### src/rtl/i2c_master_seq.sv
// Two-requester I2C write controller: round-robin grant, then one
// START / address+W / ACK / data / ACK / STOP sequence on an open-drain bus.
module i2c_master_seq #(
    parameter int CLK_DIV = 4
) (
    input  logic       CLK,
    input  logic       RST,
    input  logic       req0,
    input  logic       req1,
    input  logic [6:0] addr0,
    input  logic [6:0] addr1,
    input  logic [7:0] data0,
    input  logic [7:0] data1,
    output logic [1:0] gnt,
    output logic       busy,
    output logic       done,
    output logic       nack,
    output logic       scl,
    output logic       sda_oe,
    input  logic       sda_in
);

    localparam int DW = (CLK_DIV > 1) ? $clog2(CLK_DIV) : 1;
    localparam logic [DW-1:0] DIV_LAST = DW'(CLK_DIV - 1);

    typedef enum logic [2:0] {
        S_IDLE  = 3'd0,
        S_START = 3'd1,
        S_ADDR  = 3'd2,
        S_ACK1  = 3'd3,
        S_DATA  = 3'd4,
        S_ACK2  = 3'd5,
        S_STOP  = 3'd6,
        S_DONE  = 3'd7
    } state_t;

    state_t          state_r;
    logic [DW-1:0]   div_r;
    logic [1:0]      q_r;
    logic [2:0]      bit_r;
    logic [6:0]      addr_r;
    logic [7:0]      data_r;
    logic            sel_r;
    logic            last_r;
    logic            flag_r;

    state_t          state_nx_s;
    logic [DW-1:0]   div_nx_s;
    logic [1:0]      q_nx_s;
    logic [2:0]      bit_nx_s;
    logic            tick_s;
    logic            slot_end_s;
    logic            any_req_s;
    logic            win1_s;
    logic [7:0]      tx_byte_s;
    logic            scl_nx_s;
    logic            sda_nx_s;

    // Round-robin arbitration: last_r=1 means requester 1 was served last.
    always_comb begin
        any_req_s = req0 | req1;
        if (req0 && req1) begin
            win1_s = ~last_r;
        end else if (req1) begin
            win1_s = 1'b1;
        end else begin
            win1_s = 1'b0;
        end
    end

    // Next bus position (state, slot bit, quarter, divider).
    always_comb begin
        tick_s     = (div_r == DIV_LAST);
        slot_end_s = tick_s && (q_r == 2'd3);
        state_nx_s = state_r;
        div_nx_s   = tick_s ? {DW{1'b0}} : div_r + DW'(1);
        q_nx_s     = tick_s ? q_r + 2'd1 : q_r;
        bit_nx_s   = bit_r;
        if (state_r == S_IDLE) begin
            div_nx_s   = {DW{1'b0}};
            q_nx_s     = 2'd0;
            bit_nx_s   = 3'd0;
            state_nx_s = any_req_s ? S_START : S_IDLE;
        end else if (state_r == S_DONE) begin
            div_nx_s   = {DW{1'b0}};
            q_nx_s     = 2'd0;
            bit_nx_s   = 3'd0;
            state_nx_s = S_IDLE;
        end else if (slot_end_s) begin
            case (state_r)
                S_START: begin
                    state_nx_s = S_ADDR;
                    bit_nx_s   = 3'd0;
                end
                S_ADDR: begin
                    state_nx_s = (bit_r == 3'd7) ? S_ACK1 : S_ADDR;
                    bit_nx_s   = (bit_r == 3'd7) ? 3'd0 : bit_r + 3'd1;
                end
                S_ACK1: begin
                    state_nx_s = flag_r ? S_STOP : S_DATA;
                    bit_nx_s   = 3'd0;
                end
                S_DATA: begin
                    state_nx_s = (bit_r == 3'd7) ? S_ACK2 : S_DATA;
                    bit_nx_s   = (bit_r == 3'd7) ? 3'd0 : bit_r + 3'd1;
                end
                S_ACK2: begin
                    state_nx_s = S_STOP;
                    bit_nx_s   = 3'd0;
                end
                // Slot 0 is the STOP waveform; slots 1-2 are bus-free time.
                S_STOP: begin
                    state_nx_s = (bit_r == 3'd2) ? S_DONE : S_STOP;
                    bit_nx_s   = (bit_r == 3'd2) ? 3'd0 : bit_r + 3'd1;
                end
                default: begin
                    state_nx_s = S_IDLE;
                    bit_nx_s   = 3'd0;
                end
            endcase
        end else begin
            state_nx_s = state_r;
        end
    end

    // Pin levels for the next position, registered below so they never glitch.
    always_comb begin
        tx_byte_s = (state_nx_s == S_ADDR) ? {addr_r, 1'b0} : data_r;
        scl_nx_s  = 1'b1;
        sda_nx_s  = 1'b0;
        case (state_nx_s)
            S_START: begin
                scl_nx_s = 1'b1;
                sda_nx_s = q_nx_s[1];
            end
            S_ADDR, S_DATA: begin
                scl_nx_s = q_nx_s[1];
                sda_nx_s = ~tx_byte_s[3'd7 - bit_nx_s];
            end
            S_ACK1, S_ACK2: begin
                scl_nx_s = q_nx_s[1];
                sda_nx_s = 1'b0;
            end
            S_STOP: begin
                if (bit_nx_s == 3'd0) begin
                    scl_nx_s = q_nx_s[1];
                    sda_nx_s = (q_nx_s != 2'd3);
                end else begin
                    scl_nx_s = 1'b1;
                    sda_nx_s = 1'b0;
                end
            end
            default: begin
                scl_nx_s = 1'b1;
                sda_nx_s = 1'b0;
            end
        endcase
    end

    // Sequencer state, latched request and registered outputs.
    always_ff @(posedge CLK or negedge RST) begin
        if (!RST) begin
            state_r <= S_IDLE;
            div_r   <= {DW{1'b0}};
            q_r     <= 2'd0;
            bit_r   <= 3'd0;
            addr_r  <= 7'd0;
            data_r  <= 8'd0;
            sel_r   <= 1'b0;
            last_r  <= 1'b1;
            flag_r  <= 1'b0;
            gnt     <= 2'b00;
            busy    <= 1'b0;
            done    <= 1'b0;
            nack    <= 1'b0;
            scl     <= 1'b1;
            sda_oe  <= 1'b0;
        end else begin
            state_r <= state_nx_s;
            div_r   <= div_nx_s;
            q_r     <= q_nx_s;
            bit_r   <= bit_nx_s;
            scl     <= scl_nx_s;
            sda_oe  <= sda_nx_s;
            done    <= (state_nx_s == S_DONE);
            nack    <= (state_nx_s == S_DONE) & flag_r;
            case (state_r)
                S_IDLE: begin
                    if (any_req_s) begin
                        gnt    <= win1_s ? 2'b10 : 2'b01;
                        busy   <= 1'b1;
                        sel_r  <= win1_s;
                        addr_r <= win1_s ? addr1 : addr0;
                        data_r <= win1_s ? data1 : data0;
                        flag_r <= 1'b0;
                    end
                end
                S_ACK1, S_ACK2: begin
                    if ((q_r == 2'd2) && tick_s) begin
                        flag_r <= flag_r | sda_in;
                    end
                end
                S_DONE: begin
                    gnt    <= 2'b00;
                    busy   <= 1'b0;
                    last_r <= sel_r;
                end
                default: begin
                end
            endcase
        end
    end

endmodule
### config.mk
export PLATFORM = sky130hd
export DESIGN_NAME = i2c_master_seq
export DESIGN_NICKNAME = d
export VERILOG_FILES = /design/src/rtl/i2c_master_seq.sv
export SDC_FILE = /design/constraint.sdc
export NUM_CORES = 1
export LEC_CHECK = 0
export CORE_AREA = 3 3 71 73
export DETAILED_ROUTE_END_ITERATION = 8
export DIE_AREA = 0 0 74 76
export PLACE_DENSITY = 0.7
export SYNTH_ARGS = -nofsm -noshare
export SYNTH_HDL_FRONTEND = slang
export SYNTH_SLANG_ARGS = --single-unit
### constraint.sdc
create_clock -name CLK -period 5.25 [get_ports CLK]
set_input_delay 1.05 -clock CLK [delete_from_list [all_inputs] [get_ports CLK]]
set_output_delay 1.05 -clock CLK [all_outputs]
set_load 0.02 [all_outputs]
Yosys cells after proc, flatten, opt, wreduce, memory -nomap -nowiden
Index checks and enable logic that the tools add are counted.
{ "classes": {"addsub": 4, "order_cmp": 1, "n_eq_ne": 22, "n_mux": 40, "bitwise": 5, "n_reduce_logical": 14} }
{ "op_table": {"columns": ["operator", "n"], "rows": [
  ["$eq 3x3->1 const B", 9],
  ["$mux 3", 8],
  ["$mux 2", 9],
  ["$pmux 3 s6", 1],
  ["$mux 8", 2],
  ["$eq 3x2->1 const B", 5],
  ["$mux 1", 12],
  ["$mux 7", 1],
  ["$eq 2x2->1 const B", 3],
  ["$eq 3x1->1 const B", 2],
  ["$logic_not 3->1", 2],
  ["$ne 2x2->1 const B", 3],
  ["$pmux 1 s2", 3],
  ["$pmux 3 s2", 1],
  ["$reduce_or 2->1", 3],
  ["$add 2x1->2 const B", 2],
  ["$lt 3x4->1 const B", 1],
  ["$pmux 2 s2", 1],
  ["$reduce_and 2->1", 2],
  ["$reduce_bool 2->1", 2],
  ["$reduce_or 4->1", 1],
  ["$add 3x1->3 const B", 1],
  ["$bmux 1 s3", 1],
  ["$logic_and 1x1->1", 3],
  ["other kinds (6)", 8]
]} }
{ "totals": {"ff_bits": 35, "in_bits": 35, "output_inout_bits": 7, "elab_cells": 101} }

Logic depth before layout (Yosys ltp)
Gate-level depths: netlist of run 1.
{ "depth": {"word_depth": 12, "mapped_depth": 9, "mapped_depth_nobuf": 9} }

Worst setup path after synthesis of run 1
Ideal clock, no wire load.
{ "synth_path": {"kind": "input-to-reg", "from": "in req1", "to": "reg scl", "setup_ps": 82, "arrival_time_ps": 2277, "required_time_ps": 5168, "slack_ps": 2891, "stages": 5, "path_buffers": 0, "path_cell_list": "o21a_1 a31oi_1 o21ai_1 or4_1 a211o_1"} }
{ "synth_via": {"elab_chain_len": 6, "elab_cells_between_ends": 10, "classes_between": "eq/ne (5); mux (3); bitwise (1); reduce/logical (1)"} }
{ "synth_rtl": {"columns": ["element", "line", "text"], "rows": [
  ["start: declaration", "9", "input logic req1,"],
  ["$or 1x1->1 (*)", "61", "any_req_s = req0 | req1;"],
  ["$mux 1 (*)", "83", "state_nx_s = any_req_s ? S_START : S_IDLE;"],
  ["$mux 3 (*)", "79", "if (state_r == S_IDLE) begin"],
  ["named net state_nx_s[0]", "47", "state_t state_nx_s;"],
  ["$eq 3x2->1 / $eq 3x3->1 (equally long branches)", "131", "case (state_nx_s)"],
  ["$reduce_or 4->1 (no line)", null, null],
  ["$pmux 1 s2 (*)", "131", null],
  ["named net scl_nx_s", "56", "logic scl_nx_s;"],
  ["end signal: assignment", "183", "scl <= scl_nx_s;"],
  ["end: declaration", "18", "output logic scl,"]
]} }
Mark *: on every way through the listed nets, which the timed path passes. The rest lies on a longest branch.
A chain may end at the register's enable or synchronous reset.

Final worst setup path of run 1
{ "layout_path": {"from": "in req1", "to": "reg data_r[3]"} }
{ "layout_via": {"elab_chain_len": 3, "elab_cells_between_ends": 6, "classes_between": "mux (3); bitwise (1); reduce/logical (2)"} }
{ "layout_rtl": {"columns": ["element", "line", "text"], "rows": [
  ["$mux 1 / $logic_and 1x1->1 (equally long branches)", "64, 62", null],
  ["$mux 1", "62", "if (req0 && req1) begin"],
  ["$mux 8", "194", "data_r <= win1_s ? data1 : data0;"],
  ["end signal: assignment", "194", null],
  ["end: declaration", "42", "logic [7:0] data_r;"]
]} }
Parallel ways exist; a longest one is shown, timed or not.

==> results of run 1 <==
## registers in the layout (all words and copies together), names as in the netlist
register and cells:
data_r 8, addr_r 7, bit_r 3, state_r 3, div_r 2, gnt 2
q_r 2, busy 1, done 1, flag_r 1, last_r 1, nack 1
scl 1, sda_oe 1, sel_r 1
## cells in the mapped netlist, types with 3 or more instances
cell       n
dfrtp_1   33
nand2_1   31
o21ai_0   24
mux2i_1   22
ha_1       7
inv_1      6
nand3_1    6
a21oi_1    5
nor2_1     4
and2_1     3
and3_1     3
clkbuf_1   3
nand2b_1   3
## final timing paths
| kind | from | endpoint | depth (start not counted) |
|---|---|---|---|
| setup / recovery | req1 | data_r[3] | 4 |
| hold / removal | div_r[0] | div_r[0] | 1 |
| setup reg to reg | div_r[0] | sda_oe | 7 |
| hold reg to reg | div_r[0] | div_r[0] | 1 |
| max in group asynchronous | RST | last_r | 2 |
| min in group asynchronous | RST | q_r[0] | 2 |
## metal layers
metal	vias to the layer above	part of all wire
met5	-	0
met4	0	0.016
met3	11	0.066
met2	51	0.46
met1	693	0.46
li1	774	-
## through the flow
| step | instance area, um2 | setup WS [ns] |
|---|---|---|
| floorplan | 1980 | 2.89 |
| CTS | 2500 | 2.47 |
| detailed placement | 2410 | 2.18 |
| global placement | 2410 | 2.22 |
| global route | 2500 | 2.37 |
| finish | 2500 | 2.52 |
## where the power goes
group	switching [mW]	internal [mW]	total [mW]	leakage, nW
clock	0.0960	0.0927	0.189	0.0412
combinational	0.0135	0.0281	0.0417	0.636
sequential	0	0.270	0.270	0.452
total	0.110	0.390	0.500	1.13
## cell type report
type	count	area [um2]	share of cell area
repair buffers	42	418	0.167
well taps	52	65.1	0.0261
inverters	7	26.3	0.0105
clock inverters	2	12.5	0.00501
multi-input cells	143	1020	0.410
flip-flops and latches	35	878	0.352
clock buffers	6	72.6	0.0291
## cell families (layout without fill, tap and decap cells)
group | count (synthesis) | count (layout) | synth area share
AO/OA/AOI/OAI | 44 | 44 | 0.152
XOR/XNOR | 2 | 2 | 0.00885
adder cells (fa/ha/maj) | 7 | 7 | 0.0442
buffers and inverters | 16 | 57 | 0.0423
flip-flops | 35 | 35 | 0.444
multiplexers | 26 | 26 | 0.147
AND/OR/NAND/NOR | 64 | 64 | 0.162
## critical path, cell delays in order
cell	delay, ns
clkdlybuf4s50_1	0.51
a21boi_2	0.88
mux2i_1	0.30
o21ai_0	0.10
==> impl_metrics.env, run 1 <==
export IMPL_timing_final_crit_share=0.521
export IMPL_total_power_uw=500
export IMPL_post_route_util=0.566
export IMPL_stdcell_count=287
export IMPL_setup_viol=0
export IMPL_finalCriticalPeriod_ns=2.73
export IMPL_grt_use_met3=0.0554
export IMPL_drive_above_1_share=0.0979
export IMPL_vdd_drop_max_mv=0.134
export IMPL_hold_slack_ns=0.451
export IMPL_yosysTopAreaCell="dfrtp_1"
export IMPL_synth_seq_area_share=0.444
export IMPL_insertion_delay_ns=0.29
export IMPL_avgSynthCellArea_um2=10.2
export IMPL_diodes=0
export IMPL_drt_iter0_drc=130
export IMPL_cts_hold_buf=0
export IMPL_via_per_inst=5.33
export IMPL_worstHoldPathType="reg -> reg"
export IMPL_tightest_slew_ns=1.22
export IMPL_gr_max_usage_layer="met2"
export IMPL_power_density_nw_per_um2=200
export IMPL_antenna_left=0
export IMPL_antenna_found_initial=0
export IMPL_grt_overflow=0
export IMPL_fin_tns_setup_ns=0
export IMPL_drv_slew=0
export IMPL_p_leak_nw=1.13
export IMPL_worstSetupPathType="in -> reg"
export IMPL_area_delta_synth_final_pct=26.2
export IMPL_first_pass_iters=4
export IMPL_critPathRequiredTime_ns=5.36
export IMPL_hold_viol_final=0
export IMPL_htree_num_levels=2
export IMPL_place_gp_congestion=0.873
export IMPL_clock_fmax_mhz=366
export IMPL_drc=0
export IMPL_grt_setup_unrepaired="no"
export IMPL_grt_total_usage=0.151
export IMPL_numCtsBuffers=5
export IMPL_clkTransAtPathRegs_ns=0.07
export IMPL_cts_root_buf="clkbuf_8"
export IMPL_grt_pass1_wl_um=6750
export IMPL_fillers=395
export IMPL_die_y_um=76
export IMPL_die_area_um2=5620
export IMPL_end_kind="flop"
export IMPL_max_cap_violations=0
export IMPL_wl_um=4000
export IMPL_start_util=0.448
export IMPL_yosys_top_cells_area="dfrtp_1 (42%), mux2i_1 (11%), o21ai_0 (6.1%), nand2_1 (5.9%), ha_1 (4.4%)"
export IMPL_synth_area_um2=1980
export IMPL_reg2reg_slack_ns=2.55
export IMPL_synth_seq_cells=35
export IMPL_startpoint_type="primary input"
export IMPL_async_flop_share=1.00
export IMPL_first_global_vias=1494
export IMPL_yosys_area_top_type_share=0.417
export IMPL_met2_usage=0.224
export IMPL_dp_hpwl_um=2980
export IMPL_port_buffers=41
export IMPL_grt_max_degree=36
export IMPL_dp_cells=279
export IMPL_clockBufferDepth=2
export IMPL_cts_tree="yes"
export IMPL_crit_arrival_ns=2.84
export IMPL_vias=1529
export IMPL_synth_fp_nets=236
export IMPL_layout_commonest_cell="clkdlybuf4s50_1"
export IMPL_nets=276
export IMPL_skew_ns=0.0123
export IMPL_num_io_pins=42
export IMPL_wl_per_cell_um=13.9
export IMPL_num_rows=24
export IMPL_post_cts_setup_buffers=0
export IMPL_relSlewSlack=0.186
export IMPL_cts_resized=0
export IMPL_postSynthCellCount=194
export IMPL_clock_sinks=35
export IMPL_outcome="finished clean"
export IMPL_core_region_area_um2=4410
export IMPL_synth_edf_count=0
export IMPL_die_x_um=74
export IMPL_grtUsageMet1=0.200
export IMPL_synth_main_ff_cell="dfrtp_1"
export IMPL_synth_warnings=0
export IMPL_synth_distinct_cells=48
export IMPL_crit_fanout=17
export IMPL_most_common_layout_cells="clkdlybuf4s50_1 (41), dfrtp_1 (33), nand2_1 (31)"
No activity file was read; power rests on OpenSTA's default activity.
==> run 2: changes to the inputs <==
Settings changed: PLACE_DENSITY 0.7 to 0.73.
Clock period 5.25 ns to 2.3 ns, I/O delays scaled along.
==> impl_metrics.env, run 2 (same netlist as run 1, synthesis figures left out) <==
export IMPL_clock_fmax_mhz=454
export IMPL_critPathRequiredTime_ns=2.51
export IMPL_stdcell_count=310
export IMPL_startpoint_type="flop"
export IMPL_wl_met3_um=217
export IMPL_worstSetupPathType="reg -> reg"
export IMPL_wl_um=4460
export IMPL_port_buffers=41
export IMPL_grt_setup_unrepaired="yes"
export IMPL_crit_arrival_ns=2.42
export IMPL_dp_hpwl_um=3420
export IMPL_reg2reg_from="bit_r[1]"
export IMPL_vdd_drop_max_mv=0.318
export IMPL_grt_overflow=0
export IMPL_die_area_um2=5620
export IMPL_die_y_um=76
export IMPL_skew_ns=0.00626
export IMPL_largest_reg_flops=8
export IMPL_end_kind="flop"
export IMPL_clkTransAtPathRegs_ns=0.07
export IMPL_max_cap_violations=0
export IMPL_most_common_layout_cells="clkdlybuf4s50_1 (41), dfrtp_1 (33), nand2_1 (31)"
export IMPL_hold_start="div_r[0]"
export IMPL_nets=299
export IMPL_cts_root_buf="clkbuf_8"
export IMPL_die_x_um=74
export IMPL_met2WireLength_um=2150
export IMPL_clock_sinks=35
export IMPL_start_util=0.448
export IMPL_outcome="finished clean"
export IMPL_num_rows=24
export IMPL_drive_above_1_share=0.209
export IMPL_postLayoutCellArea_um2=2740
export IMPL_finalCriticalPeriod_ns=2.20
export IMPL_largestRegisters="data_r: 8 flops, addr_r: 7 flops"
export IMPL_wl_met1_um=2040
export IMPL_regMostFlops="data_r"
export IMPL_worstHoldPathType="reg -> reg"
export IMPL_fin_tns_setup_ns=0
export IMPL_hold_slack_ns=0.457
export IMPL_antenna_found_initial=0
export IMPL_crit_fanout=5
export IMPL_place_gp_congestion=0.863
export IMPL_drt_iter0_drc=112
export IMPL_antenna_left=0
export IMPL_htree_num_levels=2
export IMPL_p_leak_nw=1.23
export IMPL_tightest_slew_ns=0.488
export IMPL_worst_slack_ns=0.0959
export IMPL_total_power_mw=1.15
export IMPL_setup_viol=0
export IMPL_area_delta_synth_final_pct=38.2
export IMPL_cts_tree="yes"
export IMPL_crit_start="bit_r[1]"
export IMPL_top_layer="met4"
export IMPL_vias=1614
export IMPL_grt_pass1_wl_um=7530
export IMPL_numCtsBuffers=5
export IMPL_timing_final_crit_share=0.958
export IMPL_drc=0
export IMPL_via_per_inst=5.21
export IMPL_diodes=0
export IMPL_place_area_um2=2580
export IMPL_first_pass_iters=4
export IMPL_preCtsSetupSlack_ns=-0.0630
export IMPL_reg2reg_slack_ns=0.1
export IMPL_dp_cells=300
export IMPL_clockBufferDepth=2
export IMPL_drv_slew=0
export IMPL_first_global_vias=1587
export IMPL_grt_max_degree=36
export IMPL_power_density_nw_per_um2=420
export IMPL_insertion_delay_ns=0.29
export IMPL_hold_viol_final=0
export IMPL_relSlewSlack=0.675
export IMPL_core_region_area_um2=4410
export IMPL_post_route_util=0.620
export IMPL_wl_per_cell_um=14.4
export IMPL_layout_commonest_cell="clkdlybuf4s50_1"
export IMPL_num_io_pins=42
export IMPL_grt_total_usage=0.174
run 2: cell types whose count changed in the layout (fill, tap and decap cells not counted), moves of 2 or more:
cell	before	now
buf_4	1	22
ha_1	7	2
ha_2	0	3
ha_4	0	2
run 2: worst max-delay path, cell delays in order, from the launching register on:
cell and delay (ns):
dfrtp_1 0.38, buf_4 0.16, ha_4 0.16, nand4b_1 0.11, nand4_1 0.17, a221oi_4 0.34, buf_6 0.16, mux4_2 0.28
mux2i_1 0.15, o211ai_1 0.11, o211ai_1 0.11
run 2: path summary, 6_finish.rpt:
| path | to | depth (start not counted) |
|---|---|---|
| worst min register to register | div_r[0] | 1 |
| worst min-delay path | div_r[0] | 1 |
| worst max-delay path | sda_oe | 10 |
| min in group asynchronous | q_r[1] | 2 |
| max in group asynchronous | last_r | 2 |
| worst max register to register | sda_oe | 10 |
run 2: where the power goes:
group          internal [mW]  total, mW  switching (mW)
Sequential             0.615      0.615               0
Combinational         0.0647     0.0952          0.0305
Clock                  0.211      0.439           0.227
run 2: layer usage:
| layer | up-vias | GRT usage |
|---|---|---|
| li1 | 819 | - |
| met1 | 744 | 0.239 |
| met2 | 46 | 0.265 |
| met3 | 5 | 0.0501 |
| met4 | 0 | 0.0471 |
| met5 | - | 0 |
run 2: area by class of cell:
cell class              instances  area (um2)
well taps                      52        65.1
clock buffers                   6        72.6
multi-input cells             143        1070
clock inverters                 2        12.5
flip-flops and latches         35         878
inverters                       7        26.3
fillers                       385        1680
repair buffers                 65         607
run 2: timing repair:
| action | 4_1_cts | 5_1_grt |
|---|---|---|
| gates cloned | 0 | 0 |
| pin swaps | 7 | 4 |
| setup buffers | 1 | 1 |
| resized for setup | 4 | 9 |
| endpoints found under the setup margin | 1 | 2 |
| hold buffers | 0 | 0 |
